--- src/rtl/if_fetch_stage.sv ---
// Instruction-fetch stage: fetches the word at pc_in over a req/ack memory port and
// hands {pc, instr} to decode through a single-entry valid/ready IF/ID buffer.
module if_fetch_stage #(
    parameter int unsigned          ADDR_W    = 64,
    parameter int unsigned          INSTR_W   = 32,
    parameter logic [INSTR_W-1:0]   NOP_INSTR = 32'hD503201F,
    parameter int unsigned          TIMEOUT   = 255
) (
    input  logic               clk,
    input  logic               reset,
    input  logic [ADDR_W-1:0]  pc_in,
    output logic               pc_stall,
    input  logic               flush,
    output logic               imem_req,
    output logic [ADDR_W-1:0]  imem_addr,
    input  logic               imem_ack,
    input  logic [INSTR_W-1:0] imem_rdata,
    output logic               id_valid,
    input  logic               id_ready,
    output logic [ADDR_W-1:0]  id_pc,
    output logic [INSTR_W-1:0] id_instr,
    output logic               id_fault,
    output logic               bus_error
);

    localparam int unsigned CNT_W = (TIMEOUT > 1) ? $clog2(TIMEOUT + 1) : 1;
    localparam bit          WD_EN = (TIMEOUT != 0);

    typedef enum logic [1:0] {
        S_IDLE,
        S_REQ,
        S_DRAIN
    } state_e;

    state_e             state_q, state_d;
    logic [ADDR_W-1:0]  addr_q, addr_d;
    logic               valid_q, valid_d;
    logic [ADDR_W-1:0]  pc_q, pc_d;
    logic [INSTR_W-1:0] instr_q, instr_d;
    logic               fault_q, fault_d;
    logic               berr_q, berr_d;
    logic [CNT_W-1:0]   cnt_q, cnt_d;
    logic               stall_c;
    logic               slot_free_c;
    logic               wd_hit_c;

    // Next-state, buffer update and PC backpressure
    always_comb begin
        state_d     = state_q;
        addr_d      = addr_q;
        valid_d     = valid_q;
        pc_d        = pc_q;
        instr_d     = instr_q;
        fault_d     = fault_q;
        berr_d      = 1'b0;
        cnt_d       = '0;
        stall_c     = 1'b1;
        slot_free_c = !valid_q || id_ready;
        wd_hit_c    = WD_EN && (cnt_q == CNT_W'(TIMEOUT - 1));

        if (valid_q && id_ready) begin
            valid_d = 1'b0;
            fault_d = 1'b0;
            instr_d = NOP_INSTR;
        end

        case (state_q)
            S_IDLE: begin
                if (!flush && slot_free_c) begin
                    if (pc_in[1:0] != 2'b00) begin
                        valid_d = 1'b1;
                        fault_d = 1'b1;
                        pc_d    = pc_in;
                        instr_d = NOP_INSTR;
                        stall_c = 1'b0;
                    end else begin
                        addr_d  = pc_in;
                        state_d = S_REQ;
                    end
                end
            end
            S_REQ: begin
                if (imem_ack) begin
                    state_d = S_IDLE;
                    if (!flush) begin
                        valid_d = 1'b1;
                        fault_d = 1'b0;
                        pc_d    = addr_q;
                        instr_d = imem_rdata;
                        stall_c = 1'b0;
                    end
                end else if (wd_hit_c) begin
                    state_d = S_IDLE;
                    berr_d  = 1'b1;
                end else begin
                    cnt_d = WD_EN ? cnt_q + CNT_W'(1) : '0;
                    if (flush) begin
                        state_d = S_DRAIN;
                    end
                end
            end
            S_DRAIN: begin
                // Wrong-path fetch still outstanding: wait it out, then drop the data
                if (imem_ack) begin
                    state_d = S_IDLE;
                end else if (wd_hit_c) begin
                    state_d = S_IDLE;
                    berr_d  = 1'b1;
                end else begin
                    cnt_d = WD_EN ? cnt_q + CNT_W'(1) : '0;
                end
            end
            default: begin
                state_d = S_IDLE;
            end
        endcase

        // A flush kills the buffered entry even if it was consumed or refilled this cycle
        if (flush) begin
            valid_d = 1'b0;
            fault_d = 1'b0;
            instr_d = NOP_INSTR;
        end
    end

    always_ff @(posedge clk or negedge reset) begin
        if (!reset) begin
            state_q <= S_IDLE;
            addr_q  <= '0;
            valid_q <= 1'b0;
            pc_q    <= '0;
            instr_q <= NOP_INSTR;
            fault_q <= 1'b0;
            berr_q  <= 1'b0;
            cnt_q   <= '0;
        end else begin
            state_q <= state_d;
            addr_q  <= addr_d;
            valid_q <= valid_d;
            pc_q    <= pc_d;
            instr_q <= instr_d;
            fault_q <= fault_d;
            berr_q  <= berr_d;
            cnt_q   <= cnt_d;
        end
    end

    assign imem_req  = (state_q != S_IDLE);
    assign imem_addr = addr_q;
    assign id_valid  = valid_q;
    assign id_pc     = pc_q;
    assign id_instr  = instr_q;
    assign id_fault  = fault_q;
    assign bus_error = berr_q;
    assign pc_stall  = stall_c || !reset;

endmodule

--- config.mk ---
export PLATFORM = sky130hd
export DESIGN_NAME = if_fetch_stage
export DESIGN_NICKNAME = d
export VERILOG_FILES = /design/src/rtl/if_fetch_stage.sv
export SDC_FILE = /design/constraint.sdc
export NUM_CORES = 1
export LEC_CHECK = 0
export BUFFER_PORTS_ARGS = -buffer_cell sky130_fd_sc_hd__buf_4
export CAP_MARGIN = 5
export CORE_MARGIN = 2
export CORE_UTILIZATION = 35
export CTS_BUF_LIST = sky130_fd_sc_hd__clkbuf_16
export CTS_CLUSTER_SIZE = 14
export DETAILED_ROUTE_END_ITERATION = 16
export GPL_TIMING_DRIVEN = 0
export PLACE_DENSITY = 0.56
export SKIP_CTS_REPAIR_TIMING = 1
export SYNTH_ARGS = -nofsm -noshare
export SYNTH_HDL_FRONTEND = slang
export SYNTH_SLANG_ARGS = --single-unit
export TNS_END_PERCENT = 30
--- constraint.sdc ---
create_clock -name clk -period 2 [get_ports clk]
set_input_delay 0.2 -clock clk [delete_from_list [all_inputs] [get_ports clk]]
set_output_delay 0.2 -clock clk [all_outputs]
set_load 0.02 [all_outputs]
# Yosys cells after proc, flatten, opt, wreduce, memory -nomap -nowiden
# Cells that the tools add are included.
# op_classes
addsub,1
n_reduce_logical,15
muxes,42
n_bitwise,1
eq_ne,10
# ops
cell,count
2-to-1 mux 64 bit,4
2-to-1 mux 32 bit,5
one-hot mux 64 bit (2 select lines),1
one-hot mux 32 bit (2 select lines),1
2-to-1 mux 8 bit,3
2-to-1 mux 1 bit,17
2-to-1 mux 2 bit,7
"!= test 2 bit, second input constant",5
"adder 8 x 1 -> 8 bit, second input constant",1
"equality test 8 bit, second input constant",1
one-hot mux 1 bit (2 select lines),3
one-hot mux 2 bit (3 select lines),1
nonzero test 2 bit,3
AND reduction 5 bit,1
"!= test 4 bit, second input constant",1
AND reduction 4 bit,1
logical NOT 1 bit,3
"!= test 3 bit, second input constant",1
AND reduction 3 bit,1
"equality test 2 x 1 -> 1 bit, second input constant",1
"equality test 2 bit, second input constant",1
logical AND 1 bit,2
logical NOT 2 bit,1
logical OR 1 bit,2
2 further kinds,2
# word_totals
wordCells,77
output_inout_bits,165
input_bits,101
reg_bits,173

# Logic depth before layout (Yosys ltp)
# logic_depth
word_depth,6
depth_mapped,8

# Least setup slack after synthesis
# Ideal clock, no wire load.
# synth_path
path_type,register to output
start,register state_q[0]
end,output port pc_stall
stages_incl_launch_ff,9
n_path_buf,2
slack_ns,0.136
arrival_time_ns,1.664
path_cell_list,dfrtp_1 inv_1 ha_1 o21a_1 a31o_2 and2_4 buf_6 buf_6 nand2_1
# synth_via
elab_chain_cells,3
word_cells_on_any_way,4
cone_classes,eq/ne (1); mux (1); reduce/logical (2)
# synth_rtl
element,line_no,rtl
start: declaration,35,"state_e state_q, state_d;"
start signal: assignment,137,state_q <= state_d;
equality test 2 x 1 -> 1 bit / logical NOT 2 bit (equally long branches),67,case (state_q)
one-hot mux 1 bit (2 select lines) *,67,
logical OR 1 bit *,155,assign pc_stall = stall_c || !reset;
end: declaration,12,"output logic pc_stall,"
# Every way passes the cells marked *; elsewhere a longest branch is shown, timed or not.

# Worst setup path after layout
# Ends and elaborated chain as after synthesis.

==> impl_metrics.json <==
{
  "worst_ep_required_time_ps": 1800,
  "timing.critical_path.slowest_stage_cell": "sky130_fd_sc_hd__dfrtp_1",
  "route.layer.met1.wl_um": 10100,
  "grt_use_total": 0.190,
  "yosysMostFrequentCell": "sky130_fd_sc_hd__dfrtp_1",
  "nets": 1089,
  "dieHeight_um": 154,
  "synth_largest_area_cell": "sky130_fd_sc_hd__dfrtp_1",
  "routed_wire_length_per_instance_um": 17.9,
  "areaGrowthSynthToFinish_pct": 42.6,
  "critPathCaptureType": "primary output",
  "crit_chain": "inv_2 -> ha_4 -> o21a_4 -> a31o_4 -> and2_4 -> buf_12 -> buf_12 -> nand2_4 -> buf_6",
  "grt_pass1_wl_um": 35400,
  "worst_hold_path_type": "primary input to register",
  "drc": 0,
  "p_leak_nw": 4.98,
  "finalCritPeriodShare": 1.09,
  "power.density_mw_per_mm2": 1610,
  "power.total_w": 0.0180,
  "antenna_cells_inserted": 0,
  "final_cell_count_no_fill": 1276,
  "synth_edf_count": 0,
  "top_layer_used": "met4",
  "count_of_tritonroute_iterations_in_the_first_routing_pass": 5,
  "slew_headroom": 0.526,
  "ios": 266,
  "crit_type": "register to primary output",
  "chipWidth_um": 154,
  "worst_hold_slack_ps": -0.293,
  "core.rowCount": 54,
  "cts_buffers": 17,
  "placeableCoreArea_mm2": 0.0219,
  "yosysTopAreaCellShare": 0.511,
  "sum_of_routed_wire_length_over_all_layers_um": 22800,
  "cts_max_path_buffers": 2,
  "setup-violations-final": 1,
  "yosys.cell_types.count": 41,
  "worst_slew_pin_slew_ps": 712,
  "crit_fanout": 6,
  "met3RoutedLength_um": 1970,
  "max_clock_freq_mhz": 457,
  "tritoncts": "yes",
  "synth_fp_nets": 769,
  "clock-sinks": 173,
  "max_stage_delay_ps": 380,
  "die_area_mm2": 0.0236,
  "path_clk_slew_ps": 70,
  "floorplan.initialDensity": 0.358,
  "timing.clock.skew_ps": 8.71,
  "clock_latency_ps": 430,
  "wl_met2_um": 10400,
  "outcome": "finished, violations left",
  "ys.flop_type": "sky130_fd_sc_hd__dfrtp_1",
  "grt_pass1_vias": 6272,
  "area.sequential_mm2": 0.00435,
  "timing.setup.tns_ps": -188,
  "synthTopCellsByCount": "sky130_fd_sc_hd__dfrtp_1 (160), sky130_fd_sc_hd__a21oi_1 (87), sky130_fd_sc_hd__mux2i_1 (64), sky130_fd_sc_hd__mux2_2 (61), sky130_fd_sc_hd__a21oi_2 (49)",
  "violations": "negative hold slack, negative setup slack",
  "slew_viol_final": 0,
  "layout_min_cycle_time_ps": 2190,
  "htree_levels": 4,
  "timing.critical_path.from_type": "register",
  "final_hold_violation_count": 1,
  "synthesis.yosys.warnings": 0,
  "async_reset_ff_frac": 1.00,
  "grt_start_max_net_pins": 91,
  "sequential_to_total_area_share_from_yosys_stat": 0.554,
  "ys_seq_elements": 173,
  "synth_cells": 663,
  "setup_repair_after_global_routing_missed_its_margin": "true",
  "arrival_ps": 1990,
  "cell_area_after_technology_mapping_mm2": 0.00784,
  "clock-root-buffer": "sky130_fd_sc_hd__clkbuf_16",
  "port_buffers": 265,
  "globalRoute.totalOverflow": 0,
  "layout_setup_ws_ps": -188,
  "max-cap-violations": 0,
  "fillerInstances": 2064,
  "finish.utilization": 0.510,
  "synth.top_cells.by_area": "sky130_fd_sc_hd__dfrtp_1 (51%), sky130_fd_sc_hd__mux2_2 (8.8%), sky130_fd_sc_hd__mux2i_1 (8.2%)",
  "vdd_ir_drop_max_uv": 744,
  "fraction_of_final_layout_cells_with_drive_strength_greater_than_1": 0.477,
  "antenna_violations_before_repair": 0,
  "via_count": 6194,
  "crit_path_frequent_cell": "sky130_fd_sc_hd__buf_12",
  "dp_hpwl_um": 16200,
  "vias_per_cell": 4.85,
  "dr.first_iter.drc_count": 260,
  "syn_avg_cell_area_um2": 11.8,
  "place.gp.congestion": 0.761,
  "antenna_violating_nets_post_route": 0,
  "dpl.cell_count": 1209,
  "multiInputGateArea_mm2": 0.00326
}
## worst paths after layout
kind | endpoint | slack [ps] | from | cells after the start
max | pc_stall | -190 | state_q[0] | 9
min in group asynchronous | id_pc[58] | 380 | reset | 2
min reg2reg | id_instr[9] | 510 | id_instr[9] | 1
max in group asynchronous | imem_addr[6] | 710 | reset | 3
min | id_instr[1] | -0.3 | imem_rdata[1] | 3
max reg2reg | id_pc[50] | 130 | state_q[1] | 7
## cells in the final DEF, fill, tap and decap left out, types with 14 or more instances in the layout
master,synthesis,final
sky130_fd_sc_hd__dlygate4sd3_1,0,27
sky130_fd_sc_hd__nor2_1,21,21
sky130_fd_sc_hd__a21oi_1,87,87
sky130_fd_sc_hd__nand2_1,36,35
sky130_fd_sc_hd__buf_4,4,275
sky130_fd_sc_hd__dfrtp_1,160,160
sky130_fd_sc_hd__mux2_2,61,61
sky130_fd_sc_hd__a21oi_2,49,49
sky130_fd_sc_hd__nand2b_1,14,14
sky130_fd_sc_hd__clkbuf_16,0,17
sky130_fd_sc_hd__o21ai_0,31,30
sky130_fd_sc_hd__nand3_1,16,16
sky130_fd_sc_hd__mux2i_1,64,64
## state kept, by name (all words and copies together), names as in the netlist
name and cells:
imem_addr 64, id_instr 32, cnt_q 8, id_valid 1, bus_error 1, state_q 2
id_fault 1, id_pc 64
## logic make-up after synthesis
logic type	after synthesis	synth area share
AO/OA/AOI/OAI	196	0.162
multiplexers	126	0.171
AND/OR/NAND/NOR	107	0.0670
adder cells (fa/ha/maj)	5	0.00798
buffers and inverters	54	0.0361
flip-flops	173	0.554
XOR/XNOR	2	0.00224
## worst max-delay path: cells and delay by family, from the launching register on
family / cells / cell delay (ps)
AO/OA/AOI/OAI: 2 / 350
adder cells (fa/ha/maj): 1 / 190
buffers and inverters: 4 / 430
flip-flops: 1 / 380
AND/OR/NAND/NOR: 2 / 200
## per-layer routing
layer | track usage | vias up
li1 | - | 3008
met1 | 0.250 | 2960
met2 | 0.296 | 211
met3 | 0.0685 | 15
met4 | 0.0537 | 0
met5 | 0 | -
## report_power, final
part           switching, W  internal (W)  total, W
clock network       0.00150       0.00161   0.00311
logic               0.00506       0.00400   0.00906
registers          0.000912       0.00490   0.00581
## through the flow
stage / setup WS [ps] / cell area (um^2)
6_report: -188 / 11200
3_5_place_dp: -225 / 10200
5_1_grt: -258 / 11200
3_3_place_gp: -561 / 10200
4_1_cts: -702 / 10800
2_1_floorplan: 136 / 7840
## area by class of cell
type / count / share of cell area
Multi-Input combinational cell: 436 / 0.291
Sequential cell: 173 / 0.389
Buffer: 48 / 0.0270
Clock buffer: 17 / 0.0381
Tap cell: 280 / 0.0314
Clock inverter: 15 / 0.0102
Timing Repair Buffer: 301 / 0.211
Inverter: 6 / 0.00202
No activity file was read; power rests on OpenSTA's default activity.
